## src/rtl/amo_pkg.sv

```systemverilog
// Shared definitions for the RV32A atomic unit: funct5 encodings, FSM states
// and a helper that says whether an opcode writes memory after reading it.
package amo_pkg;

    localparam int XLEN = 32;

    // RV32A funct5 encodings
    typedef enum logic [4:0] {
        AMO_ADD  = 5'b00000,
        AMO_SWAP = 5'b00001,
        AMO_LR   = 5'b00010,
        AMO_SC   = 5'b00011,
        AMO_XOR  = 5'b00100,
        AMO_OR   = 5'b01000,
        AMO_AND  = 5'b01100,
        AMO_MIN  = 5'b10000,
        AMO_MAX  = 5'b10100,
        AMO_MINU = 5'b11000,
        AMO_MAXU = 5'b11100
    } amo_op_t;

    typedef enum logic [1:0] {
        ST_IDLE  = 2'd0,
        ST_READ  = 2'd1,
        ST_WRITE = 2'd2,
        ST_DONE  = 2'd3
    } amo_state_t;

    // True for read-modify-write AMOs. LR and unknown opcodes only read.
    function automatic logic amo_writes(input logic [4:0] op);
        logic w;
        case (op)
            AMO_ADD, AMO_SWAP, AMO_XOR, AMO_OR, AMO_AND,
            AMO_MIN, AMO_MAX, AMO_MINU, AMO_MAXU: w = 1'b1;
            default:                              w = 1'b0;
        endcase
        return w;
    endfunction

endpackage

```

## src/rtl/atomic_unit_if.sv

```systemverilog
// Memory port of the atomic unit.
// Handshake: the unit raises mem_req with mem_we/mem_addr/mem_wdata and holds
// all of them stable until a clock edge where mem_ack is high; the transfer
// completes on that edge. mem_rdata is only meaningful while mem_ack is high.
interface atomic_unit_if;
    import amo_pkg::*;

    logic            mem_req;
    logic            mem_we;
    logic [XLEN-1:0] mem_addr;
    logic [XLEN-1:0] mem_wdata;
    logic [XLEN-1:0] mem_rdata;
    logic            mem_ack;

    modport master (
        output mem_req, mem_we, mem_addr, mem_wdata,
        input  mem_rdata, mem_ack
    );

    modport slave (
        input  mem_req, mem_we, mem_addr, mem_wdata,
        output mem_rdata, mem_ack
    );
endinterface

```

## src/rtl/amo_alu.sv

```systemverilog
// Combinational AMO datapath: new memory word from the old word and rs2.
module amo_alu
    import amo_pkg::*;
(
    input  logic [4:0]      op,
    input  logic [XLEN-1:0] old_word,
    input  logic [XLEN-1:0] rs2,
    output logic [XLEN-1:0] new_word
);

    // Select the read-modify-write result; non-writing opcodes keep the old word
    always_comb begin
        new_word = old_word;
        case (op)
            AMO_SWAP: new_word = rs2;
            AMO_ADD:  new_word = old_word + rs2;
            AMO_XOR:  new_word = old_word ^ rs2;
            AMO_AND:  new_word = old_word & rs2;
            AMO_OR:   new_word = old_word | rs2;
            AMO_MIN:  new_word = ($signed(old_word) < $signed(rs2)) ? old_word : rs2;
            AMO_MAX:  new_word = ($signed(old_word) > $signed(rs2)) ? old_word : rs2;
            AMO_MINU: new_word = (old_word < rs2) ? old_word : rs2;
            AMO_MAXU: new_word = (old_word > rs2) ? old_word : rs2;
            default:  new_word = old_word;
        endcase
    end

endmodule

```

## src/rtl/atomic_unit.sv

```systemverilog
// RV32A atomic unit in the MEM stage. Sequences LR/SC/AMO accesses over a
// single memory port, keeps the LR reservation and stalls the pipeline until
// the operation reaches its one-cycle DONE state.
module atomic_unit
    import amo_pkg::*;
(
    input  logic            clk,
    input  logic            reset_n,
    input  logic            is_atomic_mem,
    input  logic [4:0]      amo_op,
    input  logic [XLEN-1:0] addr_mem,
    input  logic [XLEN-1:0] rs2_data_mem,
    input  logic            store_snoop_valid,
    input  logic [XLEN-1:0] store_snoop_addr,
    atomic_unit_if.master   mem,
    output logic            atomic_unit_stall,
    output logic [XLEN-1:0] amo_result,
    output logic            amo_misaligned,
    output amo_state_t      fsm_state
);

    amo_state_t      state;
    logic            resv_valid;
    logic [29:0]     resv_addr;
    logic [XLEN-1:0] alu_out;

    logic misaligned;
    logic is_lr;
    logic is_sc;
    logic sc_ok;
    logic snoop_hit;
    logic snoop_unused;

    assign misaligned = (addr_mem[1:0] != 2'b00);
    assign is_lr      = (amo_op == AMO_LR);
    assign is_sc      = (amo_op == AMO_SC);
    assign sc_ok      = resv_valid && (resv_addr == addr_mem[31:2]);
    // Reservation granularity is a word, so the byte offset of the store is ignored
    assign snoop_hit    = store_snoop_valid && (store_snoop_addr[31:2] == resv_addr);
    assign snoop_unused = ^store_snoop_addr[1:0];

    assign atomic_unit_stall = is_atomic_mem && (state != ST_DONE);
    assign fsm_state         = state;

    amo_alu u_alu (
        .op       (amo_op),
        .old_word (mem.mem_rdata),
        .rs2      (rs2_data_mem),
        .new_word (alu_out)
    );

    // Main sequencer: IDLE -> READ -> WRITE -> DONE with registered bus outputs
    always_ff @(posedge clk) begin
        if (!reset_n) begin
            state          <= ST_IDLE;
            mem.mem_req    <= 1'b0;
            mem.mem_we     <= 1'b0;
            mem.mem_addr   <= '0;
            mem.mem_wdata  <= '0;
            amo_result     <= '0;
            amo_misaligned <= 1'b0;
        end else begin
            case (state)
                ST_IDLE: begin
                    if (is_atomic_mem) begin
                        if (misaligned) begin
                            // Trap path: no bus traffic, report in DONE
                            state          <= ST_DONE;
                            amo_result     <= '0;
                            amo_misaligned <= 1'b1;
                        end else if (is_sc) begin
                            if (sc_ok) begin
                                state         <= ST_WRITE;
                                mem.mem_req   <= 1'b1;
                                mem.mem_we    <= 1'b1;
                                mem.mem_addr  <= addr_mem;
                                mem.mem_wdata <= rs2_data_mem;
                                amo_result    <= '0;
                            end else begin
                                state      <= ST_DONE;
                                amo_result <= 32'd1;
                            end
                        end else begin
                            state        <= ST_READ;
                            mem.mem_req  <= 1'b1;
                            mem.mem_we   <= 1'b0;
                            mem.mem_addr <= addr_mem;
                        end
                    end
                end
                ST_READ: begin
                    if (mem.mem_ack) begin
                        amo_result <= mem.mem_rdata;
                        if (amo_writes(amo_op)) begin
                            // Keep mem_req high straight into the write beat
                            state         <= ST_WRITE;
                            mem.mem_we    <= 1'b1;
                            mem.mem_wdata <= alu_out;
                        end else begin
                            state       <= ST_DONE;
                            mem.mem_req <= 1'b0;
                            mem.mem_we  <= 1'b0;
                        end
                    end
                end
                ST_WRITE: begin
                    if (mem.mem_ack) begin
                        state       <= ST_DONE;
                        mem.mem_req <= 1'b0;
                        mem.mem_we  <= 1'b0;
                    end
                end
                ST_DONE: begin
                    state          <= ST_IDLE;
                    amo_misaligned <= 1'b0;
                end
                default: begin
                    state <= ST_IDLE;
                end
            endcase
        end
    end

    // LR reservation: snoop and SC clear it, a completing LR sets it and wins
    always_ff @(posedge clk) begin
        if (!reset_n) begin
            resv_valid <= 1'b0;
            resv_addr  <= '0;
        end else begin
            if (snoop_hit) begin
                resv_valid <= 1'b0;
            end
            if ((state == ST_IDLE) && is_atomic_mem && is_sc) begin
                resv_valid <= 1'b0;
            end
            if ((state == ST_READ) && mem.mem_ack && is_lr) begin
                resv_valid <= 1'b1;
                resv_addr  <= addr_mem[31:2];
            end
        end
    end

endmodule

```

## src/flat_wrapper.sv

```systemverilog
// flat-port wrapper written by rule: the top's interface ports become plain ports
module atomic_unit_flat import amo_pkg::*;
  (clk, reset_n, is_atomic_mem, amo_op, addr_mem, rs2_data_mem, store_snoop_valid, store_snoop_addr, atomic_unit_stall, amo_result, amo_misaligned, fsm_state, mem_mem_req, mem_mem_we, mem_mem_addr, mem_mem_wdata, mem_mem_rdata, mem_mem_ack);
  atomic_unit_if mem_i ();
  input  logic clk;
  input  logic reset_n;
  input  logic is_atomic_mem;
  input  logic [4:0] amo_op;
  input  logic [XLEN-1:0] addr_mem;
  input  logic [XLEN-1:0] rs2_data_mem;
  input  logic store_snoop_valid;
  input  logic [XLEN-1:0] store_snoop_addr;
  output logic atomic_unit_stall;
  output logic [XLEN-1:0] amo_result;
  output logic amo_misaligned;
  output amo_state_t fsm_state;
  output wire logic [$bits(mem_i.mem_req)-1:0] mem_mem_req;
  output wire logic [$bits(mem_i.mem_we)-1:0] mem_mem_we;
  output wire logic [$bits(mem_i.mem_addr)-1:0] mem_mem_addr;
  output wire logic [$bits(mem_i.mem_wdata)-1:0] mem_mem_wdata;
  input wire logic [$bits(mem_i.mem_rdata)-1:0] mem_mem_rdata;
  input wire logic [$bits(mem_i.mem_ack)-1:0] mem_mem_ack;
  assign mem_mem_req = mem_i.mem_req;
  assign mem_mem_we = mem_i.mem_we;
  assign mem_mem_addr = mem_i.mem_addr;
  assign mem_mem_wdata = mem_i.mem_wdata;
  assign mem_i.mem_rdata = mem_mem_rdata;
  assign mem_i.mem_ack = mem_mem_ack;
  atomic_unit u_core (.clk(clk), .reset_n(reset_n), .is_atomic_mem(is_atomic_mem), .amo_op(amo_op), .addr_mem(addr_mem), .rs2_data_mem(rs2_data_mem), .store_snoop_valid(store_snoop_valid), .store_snoop_addr(store_snoop_addr), .mem(mem_i), .atomic_unit_stall(atomic_unit_stall), .amo_result(amo_result), .amo_misaligned(amo_misaligned), .fsm_state(fsm_state));
endmodule
```

## config.mk

```make
export PLATFORM = sky130hd
export DESIGN_NAME = atomic_unit_flat
export DESIGN_NICKNAME = d
export VERILOG_FILES = /design/src/rtl/amo_pkg.sv /design/src/rtl/atomic_unit_if.sv /design/src/rtl/amo_alu.sv /design/src/rtl/atomic_unit.sv /design/src/flat_wrapper.sv
export SDC_FILE = /design/constraint.sdc
export NUM_CORES = 1
export LEC_CHECK = 0
export BUFFER_PORTS_ARGS = -buffer_cell sky130_fd_sc_hd__buf_2
export CAP_MARGIN = 20
export CORE_MARGIN = 3
export CORE_UTILIZATION = 30
export DETAILED_ROUTE_END_ITERATION = 10
export GPL_TIMING_DRIVEN = 0
export HOLD_SLACK_MARGIN = 0.15
export SKIP_CTS_REPAIR_TIMING = 1
export SYNTH_ARGS = -nofsm -noshare
export SYNTH_HDL_FRONTEND = slang
export SYNTH_SLANG_ARGS = --single-unit
```

## constraint.sdc

```tcl
create_clock -name clk -period 4.3 [get_ports clk]
set_input_delay 0.86 -clock clk [delete_from_list [all_inputs] [get_ports clk]]
set_output_delay 0.86 -clock clk [all_outputs]
set_load 0.005 [all_outputs]
```

==> summary.md <==
| Metric | Value |
|---|---|
| Status | `complete, no violations` |
| Post-synth EDFFs | `0` |
| Sequential area share after synthesis | `25.3%` |
| Share of post-route cells with drive strength above 1 | `approximately a fifth` |
| Largest net degree at the start of global routing | `17` |
| Final Slew Violations | `0` |
| Synth cell count leaders | `nand2_1 (165), a21oi_1 (141), dfxtp_1 (132)` |
| Vias in the first global route | `11.0k` |
| Met3 Usage GRT | `about 6.5%` |
| Met1 Usage GRT | `a little under a third` |
| Largest cells by area after synthesis | `dfxtp_1 (25%), ha_1 (12%), a21oi_1 (6.7%), nand2_1 (5.9%), mux2i_1 (5.3%)` |
| Dominant synthesized flop cell | `dfxtp_1` |
| Critical Path Fanout Max | `10` |
| Via count | `11.6k` |
| Full die area | `approximately 0.037 mm²` |
| Nets@finish | `1874` |
| Hold Path Sink | `u_core.amo_result[6]` |
| Syn Nets | `1620` |
| Max Fclk | `0.234 GHz` |
| Register area | `0.00264 mm²` |
| Max_slew headroom | `27.0%` |
| WS Path Type | `in -> reg` |
| Multi-input gate area | `between 0.007 and 0.008 mm²` |
| Syn. warnings | `0` |
| Die Ht | `~190 µm` |
| Final setup fails | `0` |
| Drt first pass iters | `6` |
| CTS H-tree depth | `4` |
| Effective utilization at floorplan | `30.8%` |
| Synth Register Bits | `132` |
| Antenna violations before repair | `7` |
| # IOs | `240` |
| FP Rows | `67` |
| Crit start category | `input port` |
| Slew @ Worst Pin | `1.09 ns` |
| Worst reg2reg setup slack | `0.28 ns` |
| DPL Wire Length | `between 30000 and 40000 µm` |
| IO Port Bufs | `233` |
| Max-Cap Viols | `0` |
| Buffer depth of the longest clock path | `2` |
| Fin Clk Skew | `about 0.013 ns` |
| Leak Pwr | `~5.6 nW` |
| GRT Resource Usage Total | `between 20% and 30%` |
| Yosys top cell by area | `dfxtp_1` |
| Final Hold Viols | `0` |
| Routed wire per std cell | `between 20 and 25 µm` |
| Filler cells | `3612` |
| Mapped Area | `0.0105 mm²` |
| Starting DRT DRC Count | `1193` |
| Required time worst endpoint | `4.62 ns` |
| Num Clock Sinks | `132` |
| Syn_area_per_cell | `~7.6 µm²` |
| R2R cell count | `10` |
| Post-Syn Instances | `1380` |
| Hold path depth | `2` |
| CP Data Arrival Time | `4.59 ns` |
| Clk root buf | `clkbuf_16` |
| Share of flip-flops with an asynchronous set or reset | `0%` |
| Grt ovf | `0` |
| Antenna viol nets, final | `0` |
| Total CTS buffers | `17` |
| FF-to-FF Start | `u_core.resv_addr[18]` |
| Yosys cell types | `a little over 70` |
| Average vias per placed instance | `roughly 5.5` |
| Setup crit end kind | `flop` |
| Drt total wl | `45900 µm` |
| Crit path time final | `approximately 4.3 ns` |
| Top Usage Layer GRT | `met2` |
| Clk pin slew, worst setup/hold paths | `~0.06 ns` |
| M2 GR Usage | `36.7%` |
| Fin crit share | `99.5%` |
| Cell Pwr Density | `377 mW/mm²` |
| Tot Pwr | `4.87 mW` |
| Share of Yosys cell area claimed by the top area cell type | `between 20% and 30%` |
| Chip width | `~190 µm` |
| Final core occ | `38.0%` |
| Peak supply drop | `0.254 mV` |
| Core Region | `0.0340 mm²` |
| Clock latency on the worst-skew pair | `0.45 ns` |
| Global-route wire length before repair | `66600 µm` |
| Hold Crit Class | `reg -> reg` |
| DRC violations left | `0` |
| Final GP Congestion | `0.974` |
| Reg2reg end | `u_core.mem.mem_wdata[19]` |
| Syn-to-layout area delta | `23.4%` |
| Hold_ws | `0.451 ns` |
| Most frequent cell after synthesis | `nand2_1` |
| TritonCTS clock tree | `done` |
| Worst hold start | `u_core.amo_result[6]` |
==> final cells by class <==
class / instances / share of cell area [%]
diodes: 3 / 0.0582
clock buffers: 17 / 3.30
multi-input cells: 1069 / 55.8
repair buffers: 236 / 9.24
inverters: 85 / 2.47
flip-flops and latches: 132 / 20.5
clock inverters: 15 / 1.43
well taps: 448 / 4.34
plain buffers: 93 / 2.93
==> cell usage in the layout (no fill, tap or decap), types with 9 or more instances in the layout <==
master       n
and3_1       9
clkbuf_1    75
a31oi_1     10
nand3_1     60
o21ai_1     14
dfxtp_1    132
a221oi_1    21
nor4_1      13
ha_1       101
o22ai_1     21
xor2_1      29
nor2_1     112
o211ai_1    35
nor3_1      14
o21ai_0     55
nand2_1    165
mux2i_1     55
a21o_1      16
a21oi_1    141
inv_1       83
nand4_1     16
xnor2_1     57
buf_2      238
clkbuf_16   17
==> flip-flops by register name, summed over array words and instances, names as in the netlist <==
signal,flops
u_core.mem.mem_req,1
u_core.resv_valid,1
u_core.amo_misaligned,1
u_core.mem.mem_we,1
u_core.resv_addr,30
u_core.amo_result,32
u_core.mem.mem_addr,32
u_core.mem.mem_wdata,32
u_core.fsm_state,2
==> worst max-delay path, stage by stage <==
cell and delay, ns:
buf_2 0.17, inv_1 0.08, ha_1 0.29, clkbuf_2 0.20, nor4_4 0.32, nand4_1 0.23, or4b_4 0.62, o211ai_4 0.30
xnor2_2 0.20, mux2_4 0.36, and2_2 0.29, buf_4 0.24, a221oi_1 0.33, a21oi_1 0.10
==> power by group <==
| part | switching, mW | leakage [nW] | internal (mW) |
|---|---|---|---|
| clock network | 0.699 | 0.293 | 0.885 |
| logic | 1.33 | 4.19 | 0.582 |
| registers | 0.0590 | 1.07 | 1.32 |
==> worst max-delay path by stage <==
| stage | depth (start not counted) | startpoint | end |
|---|---|---|---|
| after global routing | 14 | mem_mem_rdata[26] | u_core.mem.mem_wdata[8] |
| after floorplan | 13 | mem_mem_rdata[27] | u_core.mem.mem_wdata[16] |
| after CTS | 15 | mem_mem_rdata[7] | u_core.mem.mem_wdata[13] |
| after detailed placement | 15 | mem_mem_rdata[7] | u_core.mem.mem_wdata[13] |
| after global placement | 15 | mem_mem_rdata[7] | u_core.mem.mem_wdata[17] |
| final | 14 | mem_mem_rdata[26] | u_core.mem.mem_wdata[16] |
==> through the flow <==
stage	worst slack, ns	TNS (ns)	instance area, µm²	cells
finish	0.0232	0	12900	2098
global route	-0.00569	-0.0110	12900	2096
CTS	-0.341	-2.70	12800	2094
detailed placement	-0.781	-15.37	12200	2062
global placement	-0.770	-15.95	12200	2061
floorplan	0.300	0	10500	1380
==> cell families (layout without fill, tap and decap cells) <==
kind of cell    Yosys count  count (layout)  share of synthesized area (%)
simple gates            428             428                           18.5
compound gates          392             392                           24.1
buf+inv                 179             446                           6.59
flops                   132             132                           25.3
fa+ha+maj               102             102                           12.3
xor+xnor                 87              87                           7.28
mux                      60              60                           6.05
other cells               0               3                              0
==> per-layer routing <==
layer | wire length [µm] | up-vias
met3 | 4460 | 98
li1 | - | 5416
met2 | 20200 | 569
met1 | 19700 | 5499
met5 | 89 | -
met4 | 1480 | 12
Power figures use the tool's default switching activity.
